[src/rtl/pcpi_arb_pkg.sv]
// Shared types and sizing helpers for the PCPI coprocessor arbiter.
package pcpi_arb_pkg;

    localparam int unsigned XLEN  = 32;
    localparam int unsigned TMR_W = 4;

    typedef enum logic [1:0] {
        IDLE  = 2'd0,
        WAIT  = 2'd1,
        DONE  = 2'd2,
        DRAIN = 2'd3
    } arb_state_e;

    // Owner index width; at least one bit so a single-unit build still has a register.
    function automatic int unsigned own_w(input int unsigned n);
        return (n > 1) ? $clog2(n) : 1;
    endfunction

endpackage

[src/rtl/pcpi_arb_prio_enc.sv]
// Lowest-index-first priority encoder: index of the lowest set request bit plus any-hit.
module pcpi_arb_prio_enc
    import pcpi_arb_pkg::*;
#(
    parameter int unsigned N = 2,
    parameter int unsigned W = own_w(N)
) (
    input  logic [N-1:0] req,
    output logic [W-1:0] idx,
    output logic         hit
);

    // Scan from the top down so the lowest set bit wins.
    always_comb begin
        idx = '0;
        hit = 1'b0;
        for (int i = int'(N) - 1; i >= 0; i--) begin
            if (req[i]) begin
                idx = W'(i);
                hit = 1'b1;
            end
        end
    end

endmodule

[src/rtl/pcpi_cop_arbiter.sv]
// Shares one PCPI port between N_COP coprocessors: broadcasts the registered request,
// picks the lowest-index claiming unit as owner, returns its result as one pcpi_ready
// pulse, and drops requests nobody claims within TIMEOUT cycles.
// Optional: define PCPI_ARB_CONFLICT_EN to enable the sticky err_conflict flag.
module pcpi_cop_arbiter
    import pcpi_arb_pkg::*;
#(
    parameter int unsigned N_COP   = 2,
    parameter int unsigned TIMEOUT = 8
) (
    input  logic                  clk,
    input  logic                  reset,
    input  logic                  pcpi_valid,
    input  logic [XLEN-1:0]       pcpi_insn,
    input  logic [XLEN-1:0]       pcpi_rs1,
    input  logic [XLEN-1:0]       pcpi_rs2,
    output logic                  pcpi_wr,
    output logic [XLEN-1:0]       pcpi_rd,
    output logic                  pcpi_wait,
    output logic                  pcpi_ready,
    output logic [N_COP-1:0]      cop_valid,
    output logic [XLEN-1:0]       cop_insn,
    output logic [XLEN-1:0]       cop_rs1,
    output logic [XLEN-1:0]       cop_rs2,
    input  logic [N_COP-1:0]      cop_wait,
    input  logic [N_COP-1:0]      cop_ready,
    input  logic [N_COP-1:0]      cop_wr,
    input  logic [XLEN*N_COP-1:0] cop_rd,
    output logic                  err_conflict
);

    localparam int unsigned OWN_W = own_w(N_COP);

    arb_state_e       state, state_d;
    logic [OWN_W-1:0] owner, owner_d;
    logic             has_owner, has_owner_d;
    logic [TMR_W-1:0] timer, timer_d;
    logic [N_COP-1:0] cop_valid_d;
    logic [XLEN-1:0]  cop_insn_d, cop_rs1_d, cop_rs2_d;
    logic             wait_d, ready_d, wr_d;
    logic [XLEN-1:0]  rd_d;

    logic [N_COP-1:0] claim;
    logic [OWN_W-1:0] claim_idx;
    logic             claim_hit;
    logic [XLEN-1:0]  rd_arr [N_COP];

    assign claim = cop_wait | cop_ready;

    pcpi_arb_prio_enc #(
        .N (N_COP),
        .W (OWN_W)
    ) u_prio_enc (
        .req (claim),
        .idx (claim_idx),
        .hit (claim_hit)
    );

    // Unpack the flat per-unit result bus for indexed selection.
    always_comb begin
        for (int i = 0; i < int'(N_COP); i++) begin
            rd_arr[i] = cop_rd[i*XLEN +: XLEN];
        end
    end

    // Next-state and next-output logic for the request FSM.
    always_comb begin
        state_d     = state;
        owner_d     = owner;
        has_owner_d = has_owner;
        timer_d     = timer;
        cop_valid_d = cop_valid;
        cop_insn_d  = cop_insn;
        cop_rs1_d   = cop_rs1;
        cop_rs2_d   = cop_rs2;
        wait_d      = pcpi_wait;
        ready_d     = 1'b0;
        rd_d        = pcpi_rd;
        wr_d        = pcpi_wr;

        case (state)
            IDLE: begin
                if (pcpi_valid) begin
                    cop_insn_d  = pcpi_insn;
                    cop_rs1_d   = pcpi_rs1;
                    cop_rs2_d   = pcpi_rs2;
                    cop_valid_d = '1;
                    timer_d     = TMR_W'(TIMEOUT);
                    owner_d     = '0;
                    has_owner_d = 1'b0;
                    state_d     = WAIT;
                end
            end
            WAIT: begin
                if (!pcpi_valid) begin
                    // Core withdrew the request: drop it and ignore any late result.
                    cop_valid_d = '0;
                    wait_d      = 1'b0;
                    has_owner_d = 1'b0;
                    state_d     = IDLE;
                end else if (!has_owner) begin
                    if (claim_hit) begin
                        owner_d     = claim_idx;
                        has_owner_d = 1'b1;
                        cop_valid_d = N_COP'(1) << claim_idx;
                        wait_d      = cop_wait[claim_idx];
                        if (cop_ready[claim_idx]) begin
                            rd_d        = rd_arr[claim_idx];
                            wr_d        = cop_wr[claim_idx];
                            cop_valid_d = '0;
                            wait_d      = 1'b0;
                            ready_d     = 1'b1;
                            state_d     = DONE;
                        end
                    end else if (timer <= TMR_W'(1)) begin
                        // Unclaimed for TIMEOUT cycles: withhold pcpi_ready so the core traps.
                        timer_d     = '0;
                        cop_valid_d = '0;
                        state_d     = DRAIN;
                    end else begin
                        timer_d = timer - TMR_W'(1);
                    end
                end else begin
                    wait_d = cop_wait[owner];
                    if (cop_ready[owner]) begin
                        rd_d        = rd_arr[owner];
                        wr_d        = cop_wr[owner];
                        cop_valid_d = '0;
                        wait_d      = 1'b0;
                        ready_d     = 1'b1;
                        state_d     = DONE;
                    end
                end
            end
            DONE: begin
                wait_d  = 1'b0;
                rd_d    = '0;
                wr_d    = 1'b0;
                state_d = DRAIN;
            end
            DRAIN: begin
                // Hold off until the core releases the request so it is not re-dispatched.
                if (!pcpi_valid) begin
                    state_d = IDLE;
                end
            end
            default: begin
                state_d = IDLE;
            end
        endcase
    end

    // State and registered outputs.
    always_ff @(posedge clk or posedge reset) begin
        if (reset) begin
            state      <= IDLE;
            owner      <= '0;
            has_owner  <= 1'b0;
            timer      <= '0;
            cop_valid  <= '0;
            cop_insn   <= '0;
            cop_rs1    <= '0;
            cop_rs2    <= '0;
            pcpi_wait  <= 1'b0;
            pcpi_ready <= 1'b0;
            pcpi_rd    <= '0;
            pcpi_wr    <= 1'b0;
        end else begin
            state      <= state_d;
            owner      <= owner_d;
            has_owner  <= has_owner_d;
            timer      <= timer_d;
            cop_valid  <= cop_valid_d;
            cop_insn   <= cop_insn_d;
            cop_rs1    <= cop_rs1_d;
            cop_rs2    <= cop_rs2_d;
            pcpi_wait  <= wait_d;
            pcpi_ready <= ready_d;
            pcpi_rd    <= rd_d;
            pcpi_wr    <= wr_d;
        end
    end

`ifdef PCPI_ARB_CONFLICT_EN
    logic             err_q, err_d;
    logic [N_COP-1:0] owner_mask;
    logic             multi_claim, stray_ready;

    assign owner_mask  = N_COP'(1) << owner;
    assign multi_claim = (state == WAIT) && pcpi_valid && !has_owner &&
                         ((claim & (claim - N_COP'(1))) != '0);
    assign stray_ready = (state == WAIT) && has_owner && ((cop_ready & ~owner_mask) != '0);

    // Sticky flag: set on a multi-unit claim or a ready from a non-owner.
    always_comb begin
        err_d = err_q | multi_claim | stray_ready;
    end

    // Conflict flag register, cleared only by reset.
    always_ff @(posedge clk or posedge reset) begin
        if (reset) begin
            err_q <= 1'b0;
        end else begin
            err_q <= err_d;
        end
    end

    assign err_conflict = err_q;
`else
    assign err_conflict = 1'b0;
`endif

endmodule

[config.mk]
export PLATFORM = sky130hd
export DESIGN_NAME = pcpi_cop_arbiter
export DESIGN_NICKNAME = d
export VERILOG_FILES = /design/src/rtl/pcpi_arb_pkg.sv /design/src/rtl/pcpi_arb_prio_enc.sv /design/src/rtl/pcpi_cop_arbiter.sv
export SDC_FILE = /design/constraint.sdc
export NUM_CORES = 1
export LEC_CHECK = 0
export ABC_AREA = 0
export CAP_MARGIN = 20
export CORE_AREA = 2 2 119 121
export CTS_BUF_LIST = sky130_fd_sc_hd__clkbuf_4 sky130_fd_sc_hd__clkbuf_8
export CTS_CLUSTER_DIAMETER = 30
export DETAILED_ROUTE_END_ITERATION = 10
export DIE_AREA = 0 0 121 123
export PLACE_DENSITY_LB_ADDON = 0.08
export SLEW_MARGIN = 20
export SYNTH_ARGS = -nofsm -noshare
export SYNTH_HDL_FRONTEND = slang
export SYNTH_HIERARCHICAL = 1
export SYNTH_SLANG_ARGS = --single-unit
[constraint.sdc]
create_clock -name clk -period 14.1 [get_ports clk]
set_clock_uncertainty 0.1 [all_clocks]
set_input_delay 2.82 -clock clk [delete_from_list [all_inputs] [get_ports clk]]
set_output_delay 2.82 -clock clk [all_outputs]
set_load 0.005 [all_outputs]
==> impl_summary.txt <==
----------------------------------------------------
[Setup path]
  Number of buffer and inverter stages on the critical path ... 2
  Worst setup path category ... primary input to flop
  CP cell instances ... clkdlybuf4s50_1 -> nand2_4 -> buf_4 -> a221oi_2 -> mux2_2
  Slowest cell delay on critical path ... roughly 790 ps
  CP arrival ... between 5000 and 6000 ps
  Crit-path slowest cell ... sky130_fd_sc_hd__clkdlybuf4s50_1
  Startpoint of the worst-slack reg-to-reg timing path ... state[0]
  Flop-to-flop setup slack ... 11400 ps
  Crit Path Max Fanout ... 62
  Reg2Reg Depth ... 6
  Crit start category ... primary input
  Worst Path Required ... 14340 ps
  Reg-to-Reg End ... cop_valid[1]
  Critical path endpoint category ... flop
  Kind of cell adding the most delay to the critical path ... buffers and inverters

[Synthesis]
  Yosys Warn Count ... 6
  Synth Instances ... between 400 and 500
  Post-synth top area cell ... sky130_fd_sc_hd__dfrtp_1
  Compound-cell area share of the yosys netlist ... approximately 8.6%
  Post-Syn Nets ... 582
  Portion of netlist area occupied by mux cells ... 25.03%
  Post-synthesis cell area ... 6018 sq um
  Adder-Cell Fraction of Synth Area ... 1.247%
  Post-synthesis share of cell area spent on xor and xnor gates ... 0%
  Sequential cell area fraction in the yosys report ... 58.63%
  Mean instance size in the synthesized netlist ... 14.79 sq um
  Synth area leaders ... sky130_fd_sc_hd__dfrtp_1 59%, sky130_fd_sc_hd__mux2_2 18%, sky130_fd_sc_hd__mux2i_1 6.3%, sky130_fd_sc_hd__o2bb2ai_1 3.5%, sky130_fd_sc_hd__o2bb2ai_2 2.5%
  Async set-or-reset flop fraction in the synthesized netlist ... 100.0%
  Top cell type's share of synthesized area ... roughly 59%
  Simple-gate area share of the yosys netlist ... 3.119%
  FF+latch count, synth ... 141
  Distinct cells, synth ... 42
  Main synth FF type ... sky130_fd_sc_hd__dfrtp_1
  EDFF count, synth ... 0
  Largest family of logic cells by synthesized area ... multiplexers

[Route]
  Count of antenna-violating nets left after detailed routing ... 0
  Aggregate routed wire length ... 16200 um
  Detailed Routing Iterations Pass 1 ... 4
  Starting DRC count in detailed routing ... around 170
  Residual DRC count ... 0
  Average wire length per cell after detail routing ... 18.00 um
  Via count of the routed design ... 4436
  Vias per Instance ... 4.929

[Cells and area]
  Most common library cell in the layout ignoring fill and taps ... sky130_fd_sc_hd__clkdlybuf4s50_1
  Layout Area Growth over Synthesis ... 59.19%
  Layout cells sized above 1 ... approximately a fifth
  Total number of nets in the final design ... 882
  Diodes inserted ... 0
  Commonest cells after routing, fill and taps aside ... 301 x sky130_fd_sc_hd__clkdlybuf4s50_1, 141 x sky130_fd_sc_hd__dfrtp_1, 98 x sky130_fd_sc_hd__mux2_2, 38 x sky130_fd_sc_hd__mux2i_1, 24 x sky130_fd_sc_hd__o2bb2ai_1

[Min path]
  Min-delay src ... pcpi_rd[6]
  Worst hold stages ... 1
  Hold path endpoint ... pcpi_rd[6]
  Worst hold path class ... flop to flop

[CTS]
  Buffer type at the clock tree root ... sky130_fd_sc_hd__clkbuf_8
  Insertion delay to the later sink of the worst-skew pair ... approximately 440 ps
  TritonCTS Sinks ... approximately 140
  Post-cts resize count ... 0
  Clock tree from TritonCTS ... done
  Number of levels the H-tree was split into ... 4
  Count of hold-fix buffers inserted at cts ... 0
  Clock transition at the registers of the reported paths ... approximately 80 ps
  CTS Buffer Depth ... 2
  Number of post-CTS setup repair buffers ... 0
  Inserted Clock Buffers ... 17

[Timing]
  Setup repair after global routing missed its margin ... false
  Pin slew with the least headroom to its limit ... 776.5 ps
  Final count of hold timing violations ... 0
  Final setup TNS ... 0 ps
  Clock period minus worst slack ... 5099 ps
  Count of final max-slew check failures ... 0
  Final Worst Setup Slack ... 9001 ps
  Final critical-path share of the clock period ... between 30% and 40%
  FMAX ... approximately 200 MHz
  Setup-violating endpoint count in the final report ... 0
  Worst relative slew slack ... 48.23%

[Pwr]
  Leakage Power ... 4.126 nW
  Pwr dens ... approximately 200 nW/um^2
  Worst IR Drop VDD ... 0.1027 mV

[Global routing]
  Number of antenna violations at the first check in global routing ... 0
  Aggregate global-route resource usage ... 22.05%
  Maximum number of pins on one net before global-route repair ... 86
  Global-route wire length before repair ... 24890 um
  Global route overflow ... 0
  Number of global-route vias before repair ... 4724

[Die]
  Effective utilization at floorplan ... 44.21%
  Die boundary width ... 121 um
  Floorplan die area ... 14880 sq um
  IO Pins ... 303
  Row count ... 43
  Die Y-Extent ... 123 um
  Placeable Area ... 13610 sq um

[Placed design]
  Port buffer count ... approximately 300
  Routability congestion estimate from global placement ... 0.8026
  HPWL after DPL ... 12320 um
  Minimum setup slack after placement ... approximately 8500 ps

[Run]
  Number of max-capacitance violations reported ... 0

[Run status]
  Run status ... complete, no violations

----------------------------------------------------
[worst max-delay path by stage]
stage,slack (ps),from,to,cells after the start
5_1_grt,8840,pcpi_valid,cop_valid[1],5
3_5_place_dp,8540,pcpi_valid,cop_valid[1],5
6_report,9000,pcpi_valid,cop_valid[1],5
4_1_cts,9010,pcpi_valid,cop_valid[1],5
2_1_floorplan,7400,reset,async pin,1
3_3_place_gp,8590,pcpi_valid,cop_valid[0],5
[layer usage]
layer,share of wire [%],vias up,wire [um],track usage (%)
li1,-,2082,-,-
met1,36,2108,5847,24.07
met2,48,219,7815,36.17
met3,13,27,2172,11.95
met4,2.3,0,367,8.503
met5,0,-,0,0
[flip-flops by register name, summed over array words and instances, names as in the netlist, named ones only]
signal      flops
state           1
pcpi_rd        32
pcpi_wait       1
timer           4
cop_rs2        32
pcpi_wr         1
has_owner       1
pcpi_ready      1
cop_valid       2
cop_insn       32
cop_rs1        32
owner           1
[where the power goes]
| group | internal [mW] | total, mW | switching [mW] |
|---|---|---|---|
| clock network | 0.203 | 0.353 | 0.150 |
| logic | 0.570 | 0.878 | 0.308 |
| registers | 0.597 | 0.702 | 0.105 |
| total | 1.37 | 1.93 | 0.563 |
[worst reg2reg max path, delay by kind of cell, from the launching register on]
| kind | cells | cell delay, ps |
|---|---|---|
| AO/OA/AOI/OAI | 1 | 430 |
| adder cells (fa/ha/maj) | 1 | 330 |
| buffers and inverters | 2 | 600 |
| flip-flops | 1 | 430 |
| multiplexers | 1 | 380 |
| AND/OR/NAND/NOR | 1 | 330 |
[cell type report]
type	count	area, sq um
Timing Repair Buffer	306	3054
Clock buffer	20	269.0
Fill cell	965	4031
Clock inverter	12	166.4
Multi-Input combinational cell	232	2298
Inverter	9	38.79
Tap cell	180	225.2
Sequential cell	141	3528
[synthesized netlist by cell type (all sizes together), types with 3 or more instances]
library cell  instances
inv                   9
dfrtp               141
o21ai                 7
nand2b                3
a21oi                 6
nor3                  3
ha                    6
o2bb2ai              34
or2                   3
mux2                 98
mux2i                39
buf                  23
nand2                 5
nor2                  4
[kinds of logic after synthesis]
group	Yosys count
compound gates	57
fa+ha+maj	6
simple gates	31
flops	141
mux	137
buf+inv	34
other cells	1
[per-stage QoR]
stage	hold WS (ps)	power [mW]	util, %	instance area (sq um)	cells
6_report	386.4	1.932	70.38	9580	900
5_1_grt	402.8	2.055	70.38	9580	900
4_1_cts	393.1	1.959	70.36	9577	900
3_5_place_dp	373.0	1.598	67.16	9141	868
3_3_place_gp	371.6	1.570	67.16	9141	868
2_1_floorplan	379.4	1.089	-	6018	407
Power figures use the tool's default switching activity.
